### src/rtl/alu_pkg.sv
// Shared types and constants for the ALU packet parser: opcodes, header size, FSM states.
package alu_pkg;

    localparam int unsigned BYTE_W = 8;
    localparam int unsigned WORD_W = 32;
    localparam int unsigned LEN_W  = 16;
    localparam int unsigned NOPS_W = 14;

    localparam logic [BYTE_W-1:0] OP_ADD = 8'hA8;
    localparam logic [BYTE_W-1:0] OP_MUL = 8'hB7;
    localparam logic [BYTE_W-1:0] OP_DIV = 8'h9A;

    localparam logic [LEN_W-1:0] HDR_LEN = 16'd4;

    typedef enum logic [2:0] {
        OPC,
        RSV,
        LLO,
        LHI,
        DATA,
        EMIT,
        DRAIN
    } state_e;

    function automatic logic is_valid_opcode(input logic [BYTE_W-1:0] op);
        return (op == OP_ADD) || (op == OP_MUL) || (op == OP_DIV);
    endfunction

endpackage

### src/rtl/alu_packet_parser.sv
// Byte-stream parser: 4-byte header then 32-bit little-endian operands with first/last framing.
// Optional mid-packet idle abort is enabled by defining ALU_PARSER_TIMEOUT_EN.
module alu_packet_parser
    import alu_pkg::*;
#(
    parameter int unsigned timeout_p = 1000000
) (
    input  logic                clk_i,
    input  logic                reset_i,
    input  logic [BYTE_W-1:0]   data_i,
    input  logic                valid_i,
    output logic                yumi_o,
    output logic                valid_o,
    input  logic                ready_i,
    output logic [BYTE_W-1:0]   opcode_o,
    output logic [WORD_W-1:0]   operand_o,
    output logic                first_o,
    output logic                last_o,
    output logic                err_o
);

    if (timeout_p == 0) begin : g_bad_timeout
        $error("timeout_p must be nonzero");
    end

    state_e              state;
    logic [BYTE_W-1:0]   len_lo;
    logic [NOPS_W-1:0]   nops;
    logic [NOPS_W-1:0]   op_idx;
    logic [1:0]          byte_idx;
    logic [LEN_W-1:0]    drain_cnt;

    logic [LEN_W-1:0]    len_c;
    logic [LEN_W-1:0]    body_len_c;
    logic                good_c;

`ifdef ALU_PARSER_TIMEOUT_EN
    localparam int unsigned TMO_W = $clog2(timeout_p + 1);
    logic [TMO_W-1:0]    tmo_cnt;
`endif

    // Upstream byte is taken in every state except while an operand is waiting downstream.
    assign yumi_o = valid_i & ~reset_i & (state != EMIT);

    assign len_c      = {data_i, len_lo};
    assign body_len_c = len_c - HDR_LEN;
    // (len - 4) mod 4 equals len mod 4, so the low two bits decide alignment.
    assign good_c     = is_valid_opcode(opcode_o) && (len_c >= 16'd8) && (len_c[1:0] == 2'b00);

    always_ff @(posedge clk_i) begin
        if (reset_i) begin
            state     <= OPC;
            len_lo    <= '0;
            nops      <= '0;
            op_idx    <= '0;
            byte_idx  <= '0;
            drain_cnt <= '0;
            opcode_o  <= '0;
            operand_o <= '0;
            valid_o   <= 1'b0;
            first_o   <= 1'b0;
            last_o    <= 1'b0;
            err_o     <= 1'b0;
`ifdef ALU_PARSER_TIMEOUT_EN
            tmo_cnt   <= '0;
`endif
        end else begin
            err_o <= 1'b0;
            case (state)
                OPC: begin
                    if (yumi_o) begin
                        opcode_o <= data_i;
                        state    <= RSV;
                    end
                end
                RSV: begin
                    if (yumi_o) state <= LLO;
                end
                LLO: begin
                    if (yumi_o) begin
                        len_lo <= data_i;
                        state  <= LHI;
                    end
                end
                LHI: begin
                    if (yumi_o) begin
                        if (good_c) begin
                            nops     <= NOPS_W'(body_len_c >> 2);
                            op_idx   <= '0;
                            byte_idx <= '0;
                            state    <= DATA;
                        end else if (len_c > HDR_LEN) begin
                            err_o     <= 1'b1;
                            drain_cnt <= body_len_c;
                            state     <= DRAIN;
                        end else begin
                            err_o <= 1'b1;
                            state <= OPC;
                        end
                    end
                end
                DATA: begin
                    if (yumi_o) begin
                        operand_o[{byte_idx, 3'b000} +: BYTE_W] <= data_i;
                        byte_idx <= byte_idx + 2'd1;
                        if (byte_idx == 2'd3) begin
                            valid_o <= 1'b1;
                            first_o <= (op_idx == '0);
                            last_o  <= (op_idx == (nops - NOPS_W'(1)));
                            state   <= EMIT;
                        end
                    end
                end
                EMIT: begin
                    if (ready_i) begin
                        valid_o <= 1'b0;
                        op_idx  <= op_idx + NOPS_W'(1);
                        state   <= last_o ? OPC : DATA;
                    end
                end
                DRAIN: begin
                    if (yumi_o) begin
                        drain_cnt <= drain_cnt - LEN_W'(1);
                        if (drain_cnt == LEN_W'(1)) state <= OPC;
                    end
                end
                default: state <= OPC;
            endcase

`ifdef ALU_PARSER_TIMEOUT_EN
            // Placed after the case so an abort overrides the normal transition.
            if (yumi_o || (state == OPC)) begin
                tmo_cnt <= '0;
            end else if ((state != EMIT) && !valid_i) begin
                if (tmo_cnt == TMO_W'(timeout_p - 1)) begin
                    tmo_cnt   <= '0;
                    state     <= OPC;
                    operand_o <= '0;
                    byte_idx  <= '0;
                    err_o     <= 1'b1;
                end else begin
                    tmo_cnt <= tmo_cnt + TMO_W'(1);
                end
            end
`endif
        end
    end

endmodule

### config.mk
export PLATFORM = sky130hd
export DESIGN_NAME = alu_packet_parser
export DESIGN_NICKNAME = d
export VERILOG_FILES = /design/src/rtl/alu_pkg.sv /design/src/rtl/alu_packet_parser.sv
export SDC_FILE = /design/constraint.sdc
export NUM_CORES = 1
export LEC_CHECK = 0
export BUFFER_PORTS_ARGS = -buffer_cell sky130_fd_sc_hd__buf_2
export CORE_ASPECT_RATIO = 1.25
export CORE_UTILIZATION = 51
export CTS_CLUSTER_DIAMETER = 120
export CTS_CLUSTER_SIZE = 30
export DETAILED_ROUTE_END_ITERATION = 6
export PLACE_DENSITY = 0.72
export SLEW_MARGIN = 10
export SYNTH_ARGS = -nofsm -noshare
export SYNTH_HDL_FRONTEND = slang
export SYNTH_SLANG_ARGS = --single-unit
### constraint.sdc
create_clock -name clk_i -period 1.8 [get_ports clk_i]
set_input_delay 0 -clock clk_i [delete_from_list [all_inputs] [get_ports clk_i]]
set_output_delay 0 -clock clk_i [all_outputs]
set_load 0.02 [all_outputs]
After elaboration in Yosys (flattened, before gate mapping):

Cells that the tools add are included.

* bits in registers: 101
* input port bits: 12

* add/sub/neg operators: 6
* magnitude comparators: 2
* eq/ne operators: 25
* shifts and indexed selects: 2
* muxes and demuxes: 32
* bitwise gates (word level): 5
* reduce and logical (&&, ||, !) cells: 22

Operators with widths (number)
* two-way mux 16 bit: 4
* two-way mux 14 bit: 3
* two-way mux 3 bit: 12
* bitwise mux 32 bit: 1
* case mux 16 bit (2 select lines): 1
* variable shift 8 x 7 -> 32 bit (first input constant): 1
* indexed part select 8 x 7 -> 32 bit: 1
* case mux 14 bit (2 select lines): 1
* equality test 8 bit (second input constant): 3
* inequality test 2 bit (second input constant): 12
* case mux 3 bit (7 select lines): 1
* equality test 16 x 1 -> 1 bit (second input constant): 1
* >= comparator 16 x 4 -> 1 bit (second input constant): 1
* greater-than comparator 16 x 3 -> 1 bit (second input constant): 1
* subtractor 16 x 1 -> 16 bit (second input constant): 1
* subtractor 16 x 3 -> 16 bit (second input constant): 1
* adder 14 x 1 -> 14 bit (second input constant): 1
* equality test 14 bit: 1
* zero test 14 bit: 1
* subtractor 14 x 1 -> 14 bit (second input constant): 1
* AND reduction 4 bit: 3
* equality test 3 bit (second input constant): 3
* AND reduction 9 bit: 1
* nonzero test 2 bit: 4
* 20 further kinds: 34

Depth between registers and ports, before layout:

Gate-level depths: netlist of the first run.

* depth after elaboration: 8
* depth in mapped cells: 9

Worst setup path after synthesis of the first run:

No wires, ideal clock.

* path kind: reg2reg
* start point: register opcode_o[5]
* end point: register drain_cnt[2]
* library setup time: 0.088 ns
* arrival time: 2.046 ns
* data required time: 1.712 ns
* slack: -0.334 ns
* cell stages (with the launch flop): 8
* path buffers: 1
* period minus slack after synthesis: 2.134 ns
* path through: dfxtp_1 -> or3b_4 -> a2111oi_4 -> o221a_2 -> o21a_4 -> buf_6 -> nor2_1 -> o32ai_2

* cells in the longest elaborated chain, start to end: 7
* elaborated cells on any way between the ends: 9
* those cells by class: eq/ne (4); reduce/logical (5)

RTL lines
* from (decl): RTL line alu_packet_parser.sv:15 `output logic [BYTE_W-1:0] opcode_o,`
* from (signal assigned): RTL line alu_packet_parser.sv:72 `opcode_o <= data_i;`
* equality test 8 bit: RTL line alu_pkg.sv:26 `return (op == OP_ADD) || (op == OP_MUL) || (op == OP_DIV);`
* logical OR 1 bit: RTL line alu_pkg.sv:26
* logical OR 1 bit *: RTL line alu_pkg.sv:26
* logical AND 1 bit * (2 in a row): RTL line alu_packet_parser.sv:48 `assign good_c = is_valid_opcode(opcode_o) && (len_c >= 16'd8) && (len_c[1:0] == 2'b00);`
* inequality test 2 bit (no line) *
* AND reduction 5 bit (no line) *
* to (signal assigned): RTL line alu_packet_parser.sv:94 `drain_cnt <= body_len_c;`
* to (signal assigned): RTL line alu_packet_parser.sv:123 `drain_cnt <= drain_cnt - LEN_W'(1);`
* to (decl): RTL line alu_packet_parser.sv:31 `logic [LEN_W-1:0] drain_cnt;`

Every way passes the cells marked *; elsewhere a longest branch is shown, timed or not.
A chain may end at the register's enable or synchronous reset.

Worst setup path in the final report of the first run:

* start point: register opcode_o[5]
* end point: register drain_cnt[4]

Same word-level chain as after synthesis.

==> results of run 1 <==
## final cells by class
cell class,instances,area [um2]
clock buffer,9,225
clock inverter,7,55.1
fill,811,3100
inverter,16,60.1
multi-input combinational,499,3370
sequential,101,2040
tap,129,161
timing repair buffer,162,1140
## synthesized netlist by cell type, drive strengths merged, types with 7 or more instances
cell and number:
a211oi 14, a21oi 59, buf 8, clkbuf 37, dfxtp 101, ha 14
inv 16, mux2i 19, nand2 72, nand3 52, nand4 7, nor2 83
nor3 24, nor4 12, o21ai 15, o32ai 8, or3 9, xnor2 27
xor2 18
## per-layer routing
layer  up-vias  part of all wire [%]
met2       205                    52
met3        53                   5.4
met1      2550                    40
met5         -                     0
met4         0                   3.2
li1       2573                     -
## worst min-delay path: stages
cell and delay (ns):
buf_2 0.15, nand3b_1 0.16, o31ai_1 0.08
## cell families after synthesis
kind of cell,count (synthesis)
AO/OA/AOI/OAI,125
XOR/XNOR,45
flip-flops,101
adder cells (fa/ha/maj),14
buffers and inverters,61
multiplexers,19
AND/OR/NAND/NOR,295
## sequential cells by signal, summed over array words and instances, names as in the netlist
name / flops
nops: 14
byte_idx: 2
len_lo: 8
drain_cnt: 16
err_o: 1
last_o: 1
state: 3
valid_o: 1
op_idx: 14
opcode_o: 8
first_o: 1
operand_o: 32
## power by group through the flow
stage	Combinational, W	Clock [W]	Sequential [W]
CTS	0.000381	0.00189	0.00226
global route	0.000431	0.00198	0.00227
global placement	0.000359	0	0.00231
detailed placement	0.000364	0	0.00232
floorplan	0.000195	0	0.00233
finish	0.000407	0.00187	0.00226
## worst max path at each step
stage | endpoint | startpoint | slack (ns)
floorplan | drain_cnt[2]$_SDFFE_PP0P_ | opcode_o[5]$_SDFFE_PP0P_ | -0.16
global placement | nops[3]$_SDFFE_PP0P_ | opcode_o[5]$_SDFFE_PP0P_ | -0.27
detailed placement | nops[1]$_SDFFE_PP0P_ | opcode_o[5]$_SDFFE_PP0P_ | -0.36
CTS | nops[0]$_SDFFE_PP0P_ | opcode_o[5]$_SDFFE_PP0P_ | -0.29
global route | drain_cnt[4]$_SDFFE_PP0P_ | opcode_o[5]$_SDFFE_PP0P_ | -0.35
finish | drain_cnt[4]$_SDFFE_PP0P_ | opcode_o[5]$_SDFFE_PP0P_ | -0.26
## per-stage QoR
step	cell area (um2)	cells	TNS [ns]	power, W	hold WS (ns)
after CTS	6910	923	-11.67	0.00453	0.0670
after floorplan	5430	660	-2.34	0.00252	0.270
final	7050	923	-9.81	0.00454	0.0815
after detailed placement	6360	892	-12.05	0.00268	0.298
after global placement	6360	892	-9.42	0.00267	0.286
after global routing	7050	923	-14.06	0.00468	0.0857
## what timing repair did
action | CTS | global route
endpoints found under the setup margin | 50 | 67
buffers inserted | 11 | 2
gates cloned | 3 | 0
gates resized for setup | 34 | 35
hold endpoints to repair | 4 | 0
hold buffers | 1 | 0
pin swaps | 18 | 26
==> key figures, run 1 <==
Worst setup path
  – Crit end category: flop
  – Buf+Inv Stages, Crit Path: 1
  – Worst path cell trace: or3b_4, a2111oi_4, buf_4, o221a_4, o21a_4, a21oi_2, o32ai_2
  – CP arrival: 2.33 ns
  – Flop2flop setup slack: -0.26 ns
  – Worst Path Required: 2.06 ns
  – Crit-path max FO: 7
  – Worst r2r dst: drain_cnt[4]$_SDFFE_PP0P_
  – CP top delay family: compound AO/OA/AOI/OAI gates
  – Crit start category: flop
  – CP Class: reg -> reg
  – Reg2reg path depth: 7
  – Critical path's slowest cell: or3b_4
  – CP peak stage delay: 0.38 ns
  – Critical path depth in cells: 7
  – FF-to-FF Start: opcode_o[5]$_SDFFE_PP0P_

Pwr
  – Power Internal: 0.00337 W
  – Gate power share: 9.0%
  – Net Sw Frac: 25.7%
  – Peak supply drop: 0.000584 V
  – Clk pwr share: 41.2%
  – Net switching power: 0.00117 W
  – Leakage: 2.86 nW
  – PD cells: 644 nW/um2
  – Flop pwr share: 49.9%

STA
  – Setup Skew: 0.00729 ns
  – Fin crit share: 115%
  – Max Slew Vio Count: 0
  – RSZ-0062 raised after global routing: yes
  – Fmax: 0.485 GHz
  – Final hold vios: 0
  – Tmin final: 2.06 ns
  – Least-Margin Pin Slew: 0.620 ns
  – Final setup viols: 51
  – Slack of the critical path: -0.263 ns
  – Slew Limit Headroom: 58.7%

Cells and area
  – Highest-count cells in the layout ignoring fill and taps: 91 x dfxtp_1, 90 x buf_4, 73 x nor2_1, 72 x nand2_1, 56 x buf_2
  – Share of cells above drive strength 1: 32.7%
  – Area growth syn-to-layout: 31.6%
  – Final nets: 815
  – Ant. Diodes: 0
  – Post-layout util: 69.4%
  – Commonest non-fill, non-tap cell in the layout: dfxtp_1

Floorplanning
  – Die Y: 117 um
  – Die Span X: 93.7 um
  – Total core area: 10,200 um2
  – Rows: 41
  – Die area: 10,900 um2
  – Initial core utilization: 52.7%
  – Top-Level Pins: 57

GRT
  – M1 GR Usage: 34.0%
  – GRT met2 Usage: 52.7%
  – Met3 Use GR: 4.82%
  – Gr ovfl total: 0
  – Initial antenna violation count: 0
  – GR peak layer: met2
  – Largest net degree at the start of global routing: 53
  – First-pass GRT wire length: 24,900 um
  – Total track usage: 29.3%
  – Vias in the first global route: 5,272

Clock network
  – Clk sink count: 101
  – H-tree depth: 3
  – CTS Buffer Depth: 2
  – CTS buffer count: 9
  – Worst-Skew Late Latency: 0.35 ns
  – Clk root buf: clkbuf_16
  – CTS tree: yes
  – Worst-path clk slew: 0.07 ns

Detailed routing
  – Vias per cell: 5.83
  – TritonRoute pass-1 iters: 5
  – DRC violations left: 0
  – DRT Wirelength: 15,600 um
  – Initial drt markers: 285
  – Vias: 5,381
  – WL per Instance: 16.9 um
  – ANT nets after route: 0

Place
  – Pre-CTS WS: -0.360 ns
  – Post-DP HPWL: 10,800 um
  – I/O Buffers: 56
  – Gpl congestion: 0.880

Synth
  – Syn Std Cell Area: 5360 um2
  – Adder-Cell Fraction of Synth Area: 3.27%
  – Syn avg cell area: 8.12 um2
  – Largest family of logic cells by synthesized area: simple AND/OR/NAND/NOR gates
  – Post-Synthesis Net Count: 686
  – Simple-Gate Fraction of Synth Area: 27.3%
  – Main flop type after synthesis: dfxtp_1
  – Post-Syn Instances: 660
  – Async set or reset register ratio after synthesis: 0%
  – Mux cell area share after synthesis: 3.55%
  – Compound-gate portion of the synthesized area: 15.8%
  – Synth warnings: 0
  – Sequential fraction of the synthesis area: 37.7%
  – Area contributors post-synth: dfxtp_1 38%, a21oi_1 5.5%, nor2_1 5.3%
  – Register bit count reported by yosys: 101
  – Netlist cell types: 60
  – EDFF count, synth: 0
  – Xor/xnor cell area share of the yosys netlist: 7.36%
  – Yosys top cell area share: 37.7%
  – Yosys top cell by area: dfxtp_1

Run
  – Maxcap violations: 0

Worst hold path
  – Hold Path Class: in -> reg
  – Hold depth: 3
  – Worst Hold Launch: reset_i
  – Hold Path End: last_o$_SDFFE_PP0P_

Run status
  – Failing checks: setup timing
  – Status: complete, but fails checks
Power figures use the tool's default switching activity.
==> run 2: changes to the inputs <==
PLACE_DENSITY = 0.7   (was 0.72)
clock period = 2.1 ns   (was 1.8 ns; I/O delays follow)
==> key figures, run 2 (same netlist as run 1, synthesis figures left out) <==
GRT
  – Vias in the first global route: 4,732
  – Initial antenna violation count: 0
  – Total track usage: 26.8%
  – Largest net degree at the start of global routing: 87
  – First-pass GRT wire length: 22,900 um
  – Gr ovfl total: 0

Detailed routing
  – DRT Wirelength: 14,700 um
  – ANT nets after route: 0
  – WL per Instance: 16.6 um
  – Vias per cell: 5.86
  – TritonRoute pass-1 iters: 6
  – Initial drt markers: 433
  – Vias: 5,176
  – DRC violations left: 0

Pwr
  – Power Internal: 0.00299 W
  – Flop pwr share: 49.8%
  – Net Sw Frac: 23.4%
  – Clk pwr share: 42.9%
  – PD cells: 591 nW/um2
  – Gate power share: 7.3%
  – Peak supply drop: 0.000415 V
  – Net switching power: 0.000913 W
  – Leakage: 2.61 nW

Floorplanning
  – Rows: 41
  – Initial core utilization: 52.7%
  – Top-Level Pins: 57
  – Die Span X: 93.7 um
  – Total core area: 10,200 um2
  – Die area: 10,900 um2
  – Die Y: 117 um

STA
  – Final hold vios: 0
  – Slack of the critical path: -0.0733 ns
  – Setup Skew: 0.00463 ns
  – Fmax: 0.460 GHz
  – Final setup viols: 16
  – Fin crit share: 103%
  – RSZ-0062 raised after global routing: yes
  – Tmin final: 2.17 ns
  – Max Slew Vio Count: 0
  – Least-Margin Pin Slew: 0.928 ns
  – Slew Limit Headroom: 38.1%

Worst setup path
  – Flop2flop setup slack: -0.07 ns
  – CP Launch Point: opcode_o[5]$_SDFFE_PP0P_
  – FF-to-FF Start: opcode_o[5]$_SDFFE_PP0P_
  – Crit end category: flop
  – Worst Setup EP: drain_cnt[4]$_SDFFE_PP0P_
  – Worst r2r dst: drain_cnt[4]$_SDFFE_PP0P_
  – Worst Path Required: 2.34 ns
  – CP arrival: 2.41 ns
  – Crit-path max FO: 8
  – CP Class: reg -> reg
  – Crit start category: flop
  – Reg2reg path depth: 7

Cells and area
  – Reg area: 2030 um2
  – Post-layout util: 65.0%
  – Area of the multi-input gates: 3230 um2
  – Biggest regs: operand_o: 32 flops, drain_cnt: 16 flops
  – Area growth syn-to-layout: 23.3%
  – Largest Register: operand_o
  – Post-route cell area: 6600 um2
  – Highest-count cells in the layout ignoring fill and taps: 95 x dfxtp_1, 74 x nor2_1, 72 x nand2_1, 58 x a21oi_1, 57 x buf_4
  – Ant. Diodes: 0
  – Fillers: 860
  – Final nets: 775
  – Largest register FFs: 32
  – Commonest non-fill, non-tap cell in the layout: dfxtp_1
  – Share of cells above drive strength 1: 25.1%
  – Post-Layout Cell Count: 883

Clock network
  – Worst-Skew Late Latency: 0.34 ns
  – Clk root buf: clkbuf_16
  – CTS buffer count: 9
  – CTS tree: yes
  – H-tree depth: 3
  – CTS Buffer Depth: 2
  – Worst-path clk slew: 0.07 ns
  – Clk sink count: 101

Place
  – Post-DP HPWL: 10,200 um
  – Gpl congestion: 0.892
  – I/O Buffers: 56
  – Placed cells: 858
  – Placed Area: 6030 um2
  – Pre-CTS WS: -0.0876 ns

Run status
  – Failing checks: setup timing
  – Status: complete, but fails checks

Worst hold path
  – Hold Path Class: in -> reg

Run
  – Maxcap violations: 0
==> run 2: what timing repair did <==
| action | CTS | global route |
|---|---|---|
| hold buffers | 1 | 0 |
| gates cloned | 0 | 3 |
| pin swaps | 4 | 16 |
| setup endpoints to repair | 16 | 42 |
| resized for setup | 6 | 36 |
| setup buffers | 0 | 6 |
| endpoints found under the hold margin | 3 | 0 |
==> run 2: layout make-up <==
type | count | area share [%]
flip-flops and latches | 101 | 30.7
well taps | 129 | 2.44
multi-input cells | 500 | 48.9
clock buffers | 11 | 3.68
inverters | 16 | 0.909
clock inverters | 5 | 0.909
repair buffers | 121 | 12.4
==> run 2: worst max-delay path, stage by stage (launching register included) <==
cell and delay [ns]:
dfxtp_2 0.33, or3b_4 0.38, a2111oi_4 0.33, buf_4 0.18
o221a_4 0.29, o21a_4 0.23, a21oi_1 0.06, o32ai_1 0.25
==> run 2: power by group through the flow <==
stage,combinational (W),clock (W),sequential (W)
2_1_floorplan,0.000164,0,0.00200
3_3_place_gp,0.000267,0,0.00198
3_5_place_dp,0.000269,0,0.00199
4_1_cts,0.000273,0.00171,0.00194
5_1_grt,0.000307,0.00178,0.00194
6_report,0.000286,0.00167,0.00194
==> run 2: layer usage <==
metal | global-route usage, % | up-vias | routed length (um)
li1 | - | 2502 | -
met1 | 30.4 | 2467 | 5760
met2 | 50.3 | 179 | 7850
met3 | 4.10 | 28 | 743
met4 | 10.2 | 0 | 300
met5 | 0 | - | 0
==> run 2: metrics by stage <==
| step | TNS [ns] | power, W | hold slack, ns |
|---|---|---|---|
| floorplan | 0 | 0.00216 | 0.270 |
| global placement | -0.177 | 0.00225 | 0.284 |
| detailed placement | -0.747 | 0.00225 | 0.287 |
| CTS | -0.0150 | 0.00392 | 0.0137 |
| global route | -3.45 | 0.00403 | 0.0270 |
| finish | -0.438 | 0.00390 | 0.0361 |
==> run 2: worst min-delay path by stage <==
stage | from | endpoint | slack, ns | depth (start not counted)
floorplan | ready_i | valid_o$_SDFFE_PP0P_ | 0.27 | 3
global placement | reset_i | state[2]$_SDFFE_PP0P_ | 0.28 | 2
detailed placement | reset_i | state[0]$_SDFFE_PP0P_ | 0.29 | 2
CTS | data_i[7] | operand_o[7]$_SDFFE_PP0P_ | 0.01 | 3
global route | data_i[7] | operand_o[7]$_SDFFE_PP0P_ | 0.03 | 3
finish | data_i[7] | operand_o[7]$_SDFFE_PP0P_ | 0.04 | 3
